--- config.mk ---
export PLATFORM = sky130hd
export DESIGN_NAME = pipe_stall_ctrl
export DESIGN_NICKNAME = d
export VERILOG_FILES = /design/src/rtl/pipe_stall_ctrl.sv
export SDC_FILE = /design/constraint.sdc
export NUM_CORES = 1
export LEC_CHECK = 0
export BUFFER_PORTS_ARGS = -buffer_cell sky130_fd_sc_hd__buf_2
export CORE_MARGIN = 10
export CORE_UTILIZATION = 35
export CTS_CLUSTER_SIZE = 12
export DETAILED_ROUTE_END_ITERATION = 12
export GPL_ROUTABILITY_DRIVEN = 0
export GPL_TIMING_DRIVEN = 1
export SETUP_SLACK_MARGIN = 0.15
export SLEW_MARGIN = 30
export SYNTH_ARGS = -nofsm -noshare
export SYNTH_HDL_FRONTEND = slang
export SYNTH_SLANG_ARGS = --single-unit
--- constraint.sdc ---
create_clock -name clk -period 2 [get_ports clk]
set_clock_uncertainty 0.15 [all_clocks]
set_input_delay 0.2 -clock clk [delete_from_list [all_inputs] [get_ports clk]]
set_output_delay 0.2 -clock clk [all_outputs]
set_load 0.1 [all_outputs]
--- src/rtl/pipe_stall_ctrl.sv ---
// Stall/flush sequencer for the 5-stage pipeline: merges hazard sources into
// per-register hold/bubble controls and owns the multi-cycle divider counter.
module pipe_stall_ctrl #(
  parameter int unsigned DIV_CYCLES = 33
) (
  input  logic clk,
  input  logic rst,
  input  logic conflict_stall,
  input  logic div_start,
  input  logic inst_busy,
  input  logic data_busy,
  input  logic exc_mem,
  output logic stall_if,
  output logic stall_id,
  output logic stall_ex,
  output logic stall_mem,
  output logic flush_id,
  output logic flush_ex,
  output logic flush_mem,
  output logic flush_wb,
  output logic div_busy,
  output logic div_done
);

  localparam int unsigned CNT_W = 6;

  typedef enum logic [1:0] {
    DIV_IDLE = 2'd0,
    DIV_BUSY = 2'd1,
    DIV_DONE = 2'd2
  } div_state_e;

  div_state_e       div_state_q, div_state_d;
  logic [CNT_W-1:0] div_cnt_q, div_cnt_d;
  logic             exc_pend_q, exc_pend_d;
  logic             kill_pend_q, kill_pend_d;

  logic p0_c, p1_c, p2_c, kill_flush_c;

  // Hazard source decode in priority order
  always_comb begin
    p0_c         = (exc_mem | exc_pend_q) & ~data_busy;
    p1_c         = data_busy;
    p2_c         = ~p0_c & ~p1_c &
                   (((div_state_q == DIV_IDLE) & div_start) | (div_state_q == DIV_BUSY));
    kill_flush_c = kill_pend_q & ~inst_busy & ~p0_c & ~p1_c & ~p2_c;
  end

  // Next-state: divider FSM, counter, pending exception and fetch-kill flags
  always_comb begin
    div_state_d = div_state_q;
    div_cnt_d   = div_cnt_q;
    exc_pend_d  = exc_pend_q;
    kill_pend_d = kill_pend_q;

    case (div_state_q)
      DIV_IDLE: begin
        if (div_start && !p0_c && !p1_c) begin
          div_state_d = DIV_BUSY;
          div_cnt_d   = CNT_W'(1);
        end
      end
      DIV_BUSY: begin
        // Counts through data stalls; the start cycle already counted as one
        if (div_cnt_q == CNT_W'(DIV_CYCLES - 1)) begin
          div_state_d = DIV_DONE;
          div_cnt_d   = '0;
        end else begin
          div_cnt_d = div_cnt_q + CNT_W'(1);
        end
      end
      DIV_DONE: begin
        if (!p1_c) begin
          div_state_d = DIV_IDLE;
        end
      end
      default: begin
        div_state_d = DIV_IDLE;
        div_cnt_d   = '0;
      end
    endcase

    if (p0_c) begin
      div_state_d = DIV_IDLE;
      div_cnt_d   = '0;
      exc_pend_d  = 1'b0;
    end else if (exc_mem && data_busy) begin
      exc_pend_d = 1'b1;
    end

    // A flush with a fetch in flight must discard that fetch when it lands
    if (p0_c && inst_busy) begin
      kill_pend_d = 1'b1;
    end else if (kill_pend_q && !inst_busy && !p1_c && !p2_c) begin
      kill_pend_d = 1'b0;
    end
  end

  always_ff @(posedge clk) begin
    if (rst) begin
      div_state_q <= DIV_IDLE;
      div_cnt_q   <= '0;
      exc_pend_q  <= 1'b0;
      kill_pend_q <= 1'b0;
    end else begin
      div_state_q <= div_state_d;
      div_cnt_q   <= div_cnt_d;
      exc_pend_q  <= exc_pend_d;
      kill_pend_q <= kill_pend_d;
    end
  end

  // Zero-latency outputs; only the highest active source drives them
  always_comb begin
    stall_if  = 1'b0;
    stall_id  = 1'b0;
    stall_ex  = 1'b0;
    stall_mem = 1'b0;
    flush_id  = 1'b0;
    flush_ex  = 1'b0;
    flush_mem = 1'b0;
    flush_wb  = 1'b0;
    div_busy  = 1'b0;
    div_done  = 1'b0;

    if (!rst) begin
      div_done = (div_state_q == DIV_DONE) & ~p0_c;
      if (p0_c) begin
        flush_id  = 1'b1;
        flush_ex  = 1'b1;
        flush_mem = 1'b1;
        flush_wb  = 1'b1;
      end else if (p1_c) begin
        stall_if  = 1'b1;
        stall_id  = 1'b1;
        stall_ex  = 1'b1;
        stall_mem = 1'b1;
        flush_wb  = 1'b1;
      end else if (p2_c) begin
        stall_if  = 1'b1;
        stall_id  = 1'b1;
        stall_ex  = 1'b1;
        flush_mem = 1'b1;
        div_busy  = 1'b1;
      end else if (kill_flush_c) begin
        flush_id = 1'b1;
      end else if (inst_busy) begin
        stall_if = 1'b1;
        flush_id = 1'b1;
      end else if (conflict_stall) begin
        stall_if = 1'b1;
        stall_id = 1'b1;
        flush_ex = 1'b1;
      end
    end
  end

endmodule

Word level (Yosys, flattened, before mapping)
Index checks and enable logic that the tools add are counted.
- register bits: 10
- $add $sub $neg: 1
- multiplexer cells: 47
- eq/ne operators: 6
- bitwise gates (word level): 16
- reductions and logical operators: 16
- operators by type and width (cell ; count):
    $mux W1 ; 40
    $pmux W6 S3 ; 1
    $mux W6 ; 2
    $and A1 B1 Y1 ; 9
    $logic_and A1 B1 Y1 ; 7
    $add A6 B1 Y6 const B ; 1
    $eq A6 B6 Y1 const B ; 1
    $mux W2 ; 3
    $pmux W2 S3 ; 1
    $not A1 Y1 ; 5
    $logic_not A1 Y1 ; 4
    $ne A2 B1 Y1 const B ; 2
    $reduce_and A3 Y1 ; 1
    $eq A2 B1 Y1 const B ; 1
    $eq A2 B2 Y1 const B ; 1
    $logic_not A2 Y1 ; 1
    $ne A2 B2 Y1 const B ; 1
    $or A1 B1 Y1 ; 2
    $reduce_and A2 Y1 ; 1
    $reduce_bool A2 Y1 ; 1
    $reduce_or A2 Y1 ; 1

Depth between registers and ports, before layout
Gate-level depths: netlist (run 1).
- depth after elaboration: 12
- mapped depth: 6

Worst setup path after synthesis (run 1)
Ideal clock, no wire load.
- path type: register -> output
- start: register exc_pend_q
- end: output port div_busy
- stages on the path, launching flop included: 3
- buffers on the path: 0
- required time: 1.650 ns
- arrival time: 3.723 ns
- setup slack: -2.073 ns
- cell sequence: dfxtp_1 nor2_1 nor4b_1
- longest elaborated chain between the ends: 9
- ends and longest elaborated chain (element ; line ; text):
    start: declaration ; 35 ; logic exc_pend_q, exc_pend_d;
    start signal: assignment ; 108 ; exc_pend_q <= exc_pend_d;
    $or A1 B1 Y1 * ; 42 ; p0_c = (exc_mem | exc_pend_q) & ~data_busy;
    $and A1 B1 Y1 * ; 42 ;
    $not A1 Y1 ; 44 ; p2_c = ~p0_c & ~p1_c &
    $and A1 B1 Y1 (2 in a row) ; 44 ;
    $mux W1 ; 139 ; end else if (p2_c) begin
    $mux W1 ; 133 ; end else if (p1_c) begin
    $mux W1 * ; 128 ; if (p0_c) begin
    $mux W1 * ; 126 ; if (!rst) begin
    end: declaration ; 21 ; output logic div_busy,
Mark *: on every way between the ends. The rest lies on a longest branch, timed or not.

Worst setup path after layout (run 1)
- start: register div_state_q[1]
- end: output port stall_id
- longest elaborated chain between the ends: 11
- ends and longest elaborated chain (element ; line ; text):
    start: declaration ; 33 ; div_state_e div_state_q, div_state_d;
    start signal: assignment ; 106 ; div_state_q <= div_state_d;
    $logic_not A2 Y1 ; 45 ; (((div_state_q == DIV_IDLE) & div_start) | (div_state_q == DIV_BUSY));
    $and A1 B1 Y1 ; 45 ;
    $or A1 B1 Y1 * ; 45 ;
    $and A1 B1 Y1 * ; 44 ;
    $not A1 Y1 ; 46 ; kill_flush_c = kill_pend_q & ~inst_busy & ~p0_c & ~p1_c & ~p2_c;
    $and A1 B1 Y1 ; 46 ;
    $mux W1 ; 145 ; end else if (kill_flush_c) begin
    $mux W1 * ; 139 ;
    $mux W1 * ; 133 ;
    $mux W1 * ; 128 ;
    $mux W1 * ; 126 ;
    end: declaration ; 14 ; output logic stall_id,
Marked as above.

==> results of run 1 <==
-- per-stage QoR --
step	utilization	total power [mW]	TNS (ps)	hold slack [ps]	worst slack [ps]
2_1_floorplan	-	0.373	-399	207	-186
4_1_cts	0.584	0.637	0	74.9	48.5
3_3_place_gp	0.540	0.436	0	303	196
6_report	0.590	0.631	0	85.0	80.5
5_1_grt	0.590	0.664	0	105	2.90
3_5_place_dp	0.540	0.437	0	304	180
-- metal layers --
layer | part of all wire | vias up
met4 | 0.0020 | 0
li1 | - | 376
met2 | 0.49 | 13
met1 | 0.45 | 357
met3 | 0.057 | 2
met5 | 0 | -
-- cell usage in the layout (no fill, tap or decap), types with 3 or more instances in the layout --
cell,instances
a21oi_1,8
o21ai_2,3
or3_1,3
o21ai_0,3
buf_2,8
nor2_1,3
nor2_2,3
buf_6,3
nand2_1,3
nand4_1,3
dfxtp_1,7
clkbuf_4,3
buf_4,9
buf_12,6
inv_1,5
-- state kept, by name, indices dropped and copies added, names as in the netlist --
name	cells
div_state_q	2
exc_pend_q	1
kill_pend_q	1
div_cnt_q	6
-- cell families (layout without fill, tap and decap cells) --
group | Yosys count | after routing | share of synthesized area
mux | 1 | 1 | 0.0137
simple gates | 34 | 34 | 0.302
buf+inv | 10 | 36 | 0.0857
compound gates | 28 | 28 | 0.266
flops | 10 | 10 | 0.274
xor+xnor | 2 | 2 | 0.0240
fa+ha+maj | 2 | 2 | 0.0343
-- worst max-delay path: cells and delay by family, from the launching register on --
kind                   cells  cell delay [ps]
DFF                        1              320
AOI/OAI and AO/OA          3              650
buffers and inverters      2              340
-- report_power, final --
group	total, mW	leakage [nW]	switching [mW]	internal (mW)
Sequential	0.209	0.0827	0.00585	0.203
Combinational	0.236	0.323	0.153	0.0835
Clock	0.186	0.0210	0.0752	0.111
-- final cells by class --
type / instances / share of cell area
clock buffers: 4 / 0.0314
inverters: 6 / 0.0195
multi-input cells: 67 / 0.516
flip-flops and latches: 10 / 0.178
well taps: 27 / 0.0292
repair buffers: 26 / 0.226
-- timing repair --
action / CTS / global route
setup buffers: 3 / 0
gates resized for setup: 9 / 3
pin swaps: 4 / 1
hold endpoints to repair: 0 / 0
endpoints found under the setup margin: 6 / 9
-- path summary, 6_finish.rpt --
path                       start        endpoint  cells after the start
setup / recovery  div_state_q[1]        stall_id                      5
hold / removal         inst_busy     kill_pend_q                      3
setup reg to reg    div_cnt_q[0]  div_state_q[1]                      6
hold reg to reg   div_state_q[1]  div_state_q[0]                      2
==> impl_metrics.json, run 1 <==
{
  "cp_max_fo": 4,
  "ff2ff_setup_slack_ps": 300,
  "grt_max_degree": 14,
  "fp.dieH_um": 65.7,
  "cap_violations": 0,
  "grtUsageMet1": 0.114,
  "final_area_sq_um": 1160,
  "synth_edf_count": 0,
  "cp-start-kind": "flop",
  "num-fill-cells": 185,
  "cts_hold_buf": 0,
  "cts_max_level": 1,
  "synth_top_cell_by_area": "dfxtp_1",
  "seqCellArea_sq_um": 206,
  "grt_antenna_before_repair": 0,
  "synthCells": 87,
  "synth.cell_area_sq_um": 729,
  "yosysTopAreaCellShare": 0.274,
  "grt_overflow": 0,
  "drv_slew": 0,
  "busiest_layer": "met2",
  "placed_area_sq_um": 1060,
  "crit_arrival_ps": 1570,
  "worstSetupPathType": "flop to primary output",
  "slowest_stage": "o31a_2",
  "grt_pass1_vias": 792,
  "post-dp-hpwl_mm": 1.46,
  "wire_per_inst_um": 14.0,
  "fin_crit_sh": 0.960,
  "io_pins": 17,
  "powerDensity_nw_per_um2": 545,
  "synth.most_common_cell": "a21oi_1",
  "final.min_clock_period_ps": 1920,
  "grt.total_usage": 0.102,
  "via_per_inst": 5.34,
  "hold_violations": 0,
  "nets": 123,
  "fmax_mhz": 521,
  "postSynthAreaPerCell_sq_um": 8.38,
  "core_sq_um": 1960,
  "outcome": "completed",
  "ir_drop_uv": 299,
  "crit_path_end_kind": "primary output",
  "drt-total-wl_mm": 1.95,
  "numPortBuffers": 16,
  "cts_tree": "built",
  "ys_ff_latch": 10,
  "leakage_nw": 0.427,
  "drive_gt1_frac": 0.531,
  "area_delta_synth_final_pct": 58.7,
  "insertion_delay_ps": 270,
  "drt-initial-drc-count": 18,
  "synthTopCellsByCount": "11 x a21oi_1, 10 x dfxtp_1, 7 x nor2_1",
  "start_util": 0.372,
  "clock_path_buffers": 2,
  "stdcell_count": 140,
  "use_met3": 0.0407,
  "setup_viol": 0,
  "hold_path.class": "input port to flop",
  "first_pass_iters": 4,
  "grt_pass1_wl_mm": 3.58,
  "rsz0062_at_grt": "true",
  "ys_seq_area_frac": 0.274,
  "clockRootBuffer": "clkbuf_4",
  "crit_required_ps": 1650,
  "vias": 748,
  "dp_cells": 133,
  "synth_nets": 96,
  "relSlewSlack": 0.673,
  "grtUsageMet2": 0.168,
  "multi_input_area_sq_um": 597,
  "antenna_cells": 0,
  "die_area_sq_um": 4310,
  "die_x_um": 65.7,
  "cts_sinks": 10,
  "synthArstFlopShare": 0,
  "cts.clk_slew.worst_paths_ps": 70,
  "ys.flop_type": "dfxtp_1",
  "slowest_delay_ps": 350,
  "path_cells": "o21bai_4, o31a_2, buf_6, a21oi_4, buf_12",
  "yosys_warnings": 0,
  "synth.area.top_cells": "dfxtp_1 27%, a21oi_1 7.5%, nor4b_2 4.1%, nor2_1 3.6%, ha_1 3.4%",
  "worst_pin_slew_ps": 493,
  "post-route-drc-count": 0,
  "synth_cell_types": 36,
  "num_rows": 16,
  "ant_nets": 0,
  "cts_buffers": 3
}
Note: power is estimated with default switching activity, not from simulation.
==> run 2: changes to the inputs <==
--- a/config.mk
+++ b/config.mk
@@ -5,6 +5,7 @@
 export SDC_FILE = /design/constraint.sdc
 export NUM_CORES = 1
 export LEC_CHECK = 0
+export ABC_AREA = 1
 export BUFFER_PORTS_ARGS = -buffer_cell sky130_fd_sc_hd__buf_2
 export CORE_MARGIN = 10
 export CORE_UTILIZATION = 35
==> impl_metrics.json, run 2 <==
{
  "outcome": "completed",
  "slowest_delay_ps": 350,
  "grt_pass1_wl_mm": 2.90,
  "yosysTopAreaCellShare": 0.297,
  "post-dp-hpwl_mm": 1.33,
  "nets": 141,
  "layout_common_cells": "18 x nand2_1, 13 x nor2_1, 11 x inv_1",
  "grt_antenna_before_repair": 0,
  "crit_family": "flip-flops",
  "die_x_um": 63.9,
  "utilization": 0.583,
  "cpMostUsedCell": "nor2_4",
  "postSynthAreaPerCell_sq_um": 6.35,
  "ir_drop_uv": 254,
  "synthTopCellsByCount": "22 x nand2_1, 16 x nor2_1, 12 x nand3_1",
  "placed_area_sq_um": 878,
  "rsz0062_at_grt": "true",
  "slowest_stage": "dfxtp_2",
  "antenna_cells": 0,
  "synth_cell_types": 22,
  "cp_max_fo": 4,
  "setup_viol": 0,
  "final_area_sq_um": 1040,
  "ant_nets": 0,
  "num-fill-cells": 171,
  "hold_path.class": "input port to flop",
  "die_area_sq_um": 4080,
  "cts_hold_buf": 0,
  "largest_register_ffs": 6,
  "multi_input_area_sq_um": 490,
  "synth_top_cell_by_area": "dfxtp_1",
  "drt-total-wl_mm": 1.76,
  "synthCells": 106,
  "fin_crit_sh": 0.903,
  "cts.clk_slew.worst_paths_ps": 80,
  "drive_gt1_frac": 0.427,
  "synth_nets": 115,
  "relSlewSlack": 0.676,
  "regMostFlops": "div_cnt_q",
  "path_buf_inv": 1,
  "pre_cts_slack_ps": 309,
  "cap_violations": 0,
  "fp.dieH_um": 63.9,
  "worstSetupPathType": "flop to primary output",
  "crit_arrival_ps": 1460,
  "synth.area.top_cells": "dfxtp_1 30%, nand2_1 12%, nand3_1 8.9%, nor2_1 8.9%, a21oi_1 6.7%",
  "vias": 732,
  "insertion_delay_ps": 280,
  "worst_slack_ps": 195,
  "cts_buffers": 3,
  "crit_required_ps": 1650,
  "grt_pass1_vias": 692,
  "grt.total_usage": 0.0849,
  "num_rows": 15,
  "timing.setup.tns_ps": 0,
  "ys_ff_latch": 10,
  "drt-initial-drc-count": 25,
  "cts_tree": "built",
  "top_regs": "div_cnt_q (6), div_state_q (2)",
  "numPortBuffers": 16,
  "total_power_mw": 0.624,
  "leakage_nw": 0.484,
  "crit_path_end_kind": "primary output",
  "clockRootBuffer": "clkbuf_4",
  "post-route-drc-count": 0,
  "start_util": 0.378,
  "synthArstFlopShare": 0,
  "grt_overflow": 0,
  "io_pins": 17,
  "ys_seq_area_frac": 0.297,
  "wire_per_inst_um": 11.3,
  "final_common_cell": "nand2_1",
  "ys.flop_type": "dfxtp_1",
  "fmax_mhz": 554,
  "via_per_inst": 4.69,
  "cts_sinks": 10,
  "hold_violations": 0,
  "grt_max_degree": 10,
  "final.min_clock_period_ps": 1810,
  "seqCellArea_sq_um": 204,
  "path_cells": "nor2_4, nor2_2, nor2_4, o21ai_1, a21boi_4, buf_12",
  "cts_max_level": 1,
  "synth_edf_count": 0,
  "powerDensity_nw_per_um2": 600,
  "first_pass_iters": 4,
  "drv_slew": 0,
  "synth.cell_area_sq_um": 673,
  "cp-start-kind": "flop",
  "core_sq_um": 1780,
  "yosys_warnings": 0,
  "clock_path_buffers": 2,
  "synth.most_common_cell": "nand2_1",
  "worst_pin_slew_ps": 490,
  "area_delta_synth_final_pct": 54.5
}
==> run 2: worst paths after layout <==
kind                 from            to  slack (ps)  depth (start not counted)
max            exc_pend_q      stall_if         190                          6
min             inst_busy   kill_pend_q          80                          3
max reg2reg  div_cnt_q[0]  div_cnt_q[0]         590                          7
min reg2reg   kill_pend_q   kill_pend_q         330                          2
==> run 2: per-stage QoR <==
step,instances,hold slack [ps]
4_1_cts,151,64.3
6_report,156,75.7
5_1_grt,156,82.5
3_3_place_gp,146,318
3_5_place_dp,146,323
2_1_floorplan,106,206
==> run 2: kinds of logic (layout without fill, tap and decap cells) <==
kind of cell             Yosys count  count (layout)  synth area share
AO/OA/AOI/OAI                     14              14             0.117
adder cells (fa/ha/maj)            2               2            0.0372
flip-flops                        10              10             0.297
AND/OR/NAND/NOR                   63              63             0.446
buffers and inverters             16              41            0.0892
XOR/XNOR                           1               1            0.0130
==> run 2: area by class of cell <==
class,count,share of cell area
Clock buffer,4,0.0349
Inverter,15,0.0566
Multi-Input combinational cell,80,0.472
Sequential cell,10,0.196
Tap cell,25,0.0301
Timing Repair Buffer,22,0.211
==> run 2: worst min-delay path, delay by kind of cell <==
family / cells / cell delay (ps)
buffers and inverters: 2 / 180
AOI/OAI and AO/OA: 1 / 60
==> run 2: layer usage <==
layer	up-vias	global-route usage	routed length, um
met4	0	0.0355	45
met1	327	0.0896	757
li1	389	-	-
met3	5	0.0348	76
met2	11	0.146	875
met5	-	0	0
==> run 2: timing repair <==
action,CTS,global route
resized for setup,9,15
pin swaps,3,6
endpoints found under the setup margin,6,7
setup buffers,1,5
==> run 2: report_power, final <==
group | internal [mW] | switching, mW
combinational | 0.0709 | 0.156
sequential | 0.204 | 0.00477
clock | 0.111 | 0.0775
total | 0.385 | 0.238
==> run 3: changes to the inputs <==
--- a/config.mk
+++ b/config.mk
@@ -7,8 +7,10 @@
 export LEC_CHECK = 0
 export ABC_AREA = 1
 export BUFFER_PORTS_ARGS = -buffer_cell sky130_fd_sc_hd__buf_2
+export CORE_ASPECT_RATIO = 1.2
 export CORE_MARGIN = 10
 export CORE_UTILIZATION = 35
+export CTS_BUF_LIST = sky130_fd_sc_hd__clkbuf_8
 export CTS_CLUSTER_SIZE = 12
 export DETAILED_ROUTE_END_ITERATION = 12
 export GPL_ROUTABILITY_DRIVEN = 0
==> impl_metrics.json, run 3 (synthesized netlist as in run 2, its figures left out) <==
{
  "worst_pin_slew_ps": 491,
  "drive_gt1_frac": 0.386,
  "grt_pass1_wl_mm": 3.15,
  "cp-start-kind": "flop",
  "layout_common_cells": "20 x nand2_1, 14 x nor2_1, 11 x inv_1",
  "cts_tree": "built",
  "cts_buffers": 3,
  "crit_path_end_kind": "primary output",
  "clockRootBuffer": "clkbuf_8",
  "wire_per_inst_um": 11.9,
  "top_regs": "div_cnt_q (6), div_state_q (2)",
  "timing.setup.tns_ps": 0,
  "num_rows": 17,
  "setup_viol": 0,
  "grt_overflow": 0,
  "start_util": 0.368,
  "leakage_nw": 0.461,
  "power.share.clock": 0.323,
  "ant_nets": 0,
  "nets": 138,
  "regMostFlops": "div_cnt_q",
  "p_int_mw": 0.400,
  "io_pins": 17,
  "numPortBuffers": 16,
  "switching_share": 0.366,
  "p_switching_mw": 0.231,
  "drv_slew": 0,
  "post-dp-hpwl_mm": 1.37,
  "crit_required_ps": 1650,
  "worstSetupPathType": "flop to primary output",
  "power_frac_seq": 0.332,
  "drt-total-wl_mm": 1.74,
  "fin_crit_sh": 0.901,
  "antenna_cells": 0,
  "grt.total_usage": 0.101,
  "outcome": "completed",
  "relSlewSlack": 0.675,
  "utilization": 0.538,
  "num-fill-cells": 188,
  "core_sq_um": 1830,
  "p_comb_frac": 0.346,
  "cap_violations": 0,
  "cts_sinks": 10,
  "fp.dieH_um": 68.0,
  "grt_antenna_before_repair": 0,
  "cp_max_fo": 5,
  "largest_register_ffs": 6,
  "cts.clk_slew.worst_paths_ps": 40,
  "final_common_cell": "nand2_1",
  "post-route-drc-count": 0,
  "first_pass_iters": 2,
  "clock_path_buffers": 2,
  "multi_input_area_sq_um": 473,
  "fmax_mhz": 555,
  "final.min_clock_period_ps": 1800,
  "ir_drop_uv": 369,
  "insertion_delay_ps": 230,
  "via_per_inst": 4.99,
  "die_area_sq_um": 4080,
  "drt-initial-drc-count": 3,
  "grt_max_degree": 10,
  "grt_pass1_vias": 747,
  "hp-start": "inst_busy",
  "die_x_um": 60.0,
  "area_delta_synth_final_pct": 46.3,
  "crit_path_start": "div_state_q[0]",
  "cts_max_level": 1,
  "crit_arrival_ps": 1450,
  "seqCellArea_sq_um": 204,
  "powerDensity_nw_per_um2": 640,
  "rsz0062_at_grt": "true",
  "vias": 729,
  "cts_hold_buf": 0,
  "hold_violations": 0,
  "hold_path.class": "input port to flop",
  "reg2reg_from": "div_cnt_q[0]"
}
==> run 3: cell count changes in the layout (fill, tap and decap cells not counted), sizes merged <==
cell / change
clkbuf: -1
buf: -3
==> run 3: power groups by stage <==
stage	Sequential (mW)	Combinational, mW	Clock [mW]
after floorplan	0.211	0.143	0
after global placement	0.212	0.204	0
after detailed placement	0.212	0.205	0
after CTS	0.208	0.211	0.212
after global routing	0.209	0.230	0.226
final	0.209	0.218	0.203
==> run 3: repair_timing <==
| action | in CTS | in global routing |
|---|---|---|
| endpoints found under the setup margin | 2 | 7 |
| setup buffers | 2 | 1 |
| resized for setup | 5 | 10 |
| pin swaps | 3 | 5 |
==> run 3: layout make-up <==
class,count,share of cell area
Multi-Input combinational cell,80,0.480
Inverter,15,0.0572
Timing Repair Buffer,19,0.189
Tap cell,19,0.0241
Sequential cell,10,0.207
Clock buffer,3,0.0419
==> run 3: per-stage QoR <==
stage          setup WS [ps]  power, mW  std cells  hold WS [ps]  instance area [sq um]
6_report                 197      0.630        146           117                    985
3_5_place_dp             297      0.416        140           321                    871
5_1_grt                  110      0.665        146           142                    985
3_3_place_gp             354      0.415        140           319                    871
2_1_floorplan          -61.4      0.354        106           206                    696
4_1_cts                  161      0.632        145           106                    943
==> run 3: metal layers <==
layer / track usage / vias to the layer above / wire length [um] / share of wire
met2: 0.155 / 19 / 814 / 0.47
met1: 0.106 / 323 / 738 / 0.42
met4: 0.0758 / 0 / 57 / 0.033
li1: - / 381 / - / -
met5: 0 / - / 0 / 0
met3: 0.0481 / 6 / 132 / 0.076
==> run 3: worst max-delay path, stage by stage (launching register included) <==
cell	delay [ps]
dfxtp_2	310
inv_2	90
a21oi_2	70
nand2_2	130
nand2_2	100
nor2_1	140
nand3_1	80
nand2_1	110
buf_12	180
==> run 3: worst paths after layout <==
path	to	slack, ps	cells after the start
worst max-delay path	flush_ex	200	8
worst min-delay path	kill_pend_q	120	3
worst max register to register	div_cnt_q[0]	590	7
worst min register to register	kill_pend_q	320	2
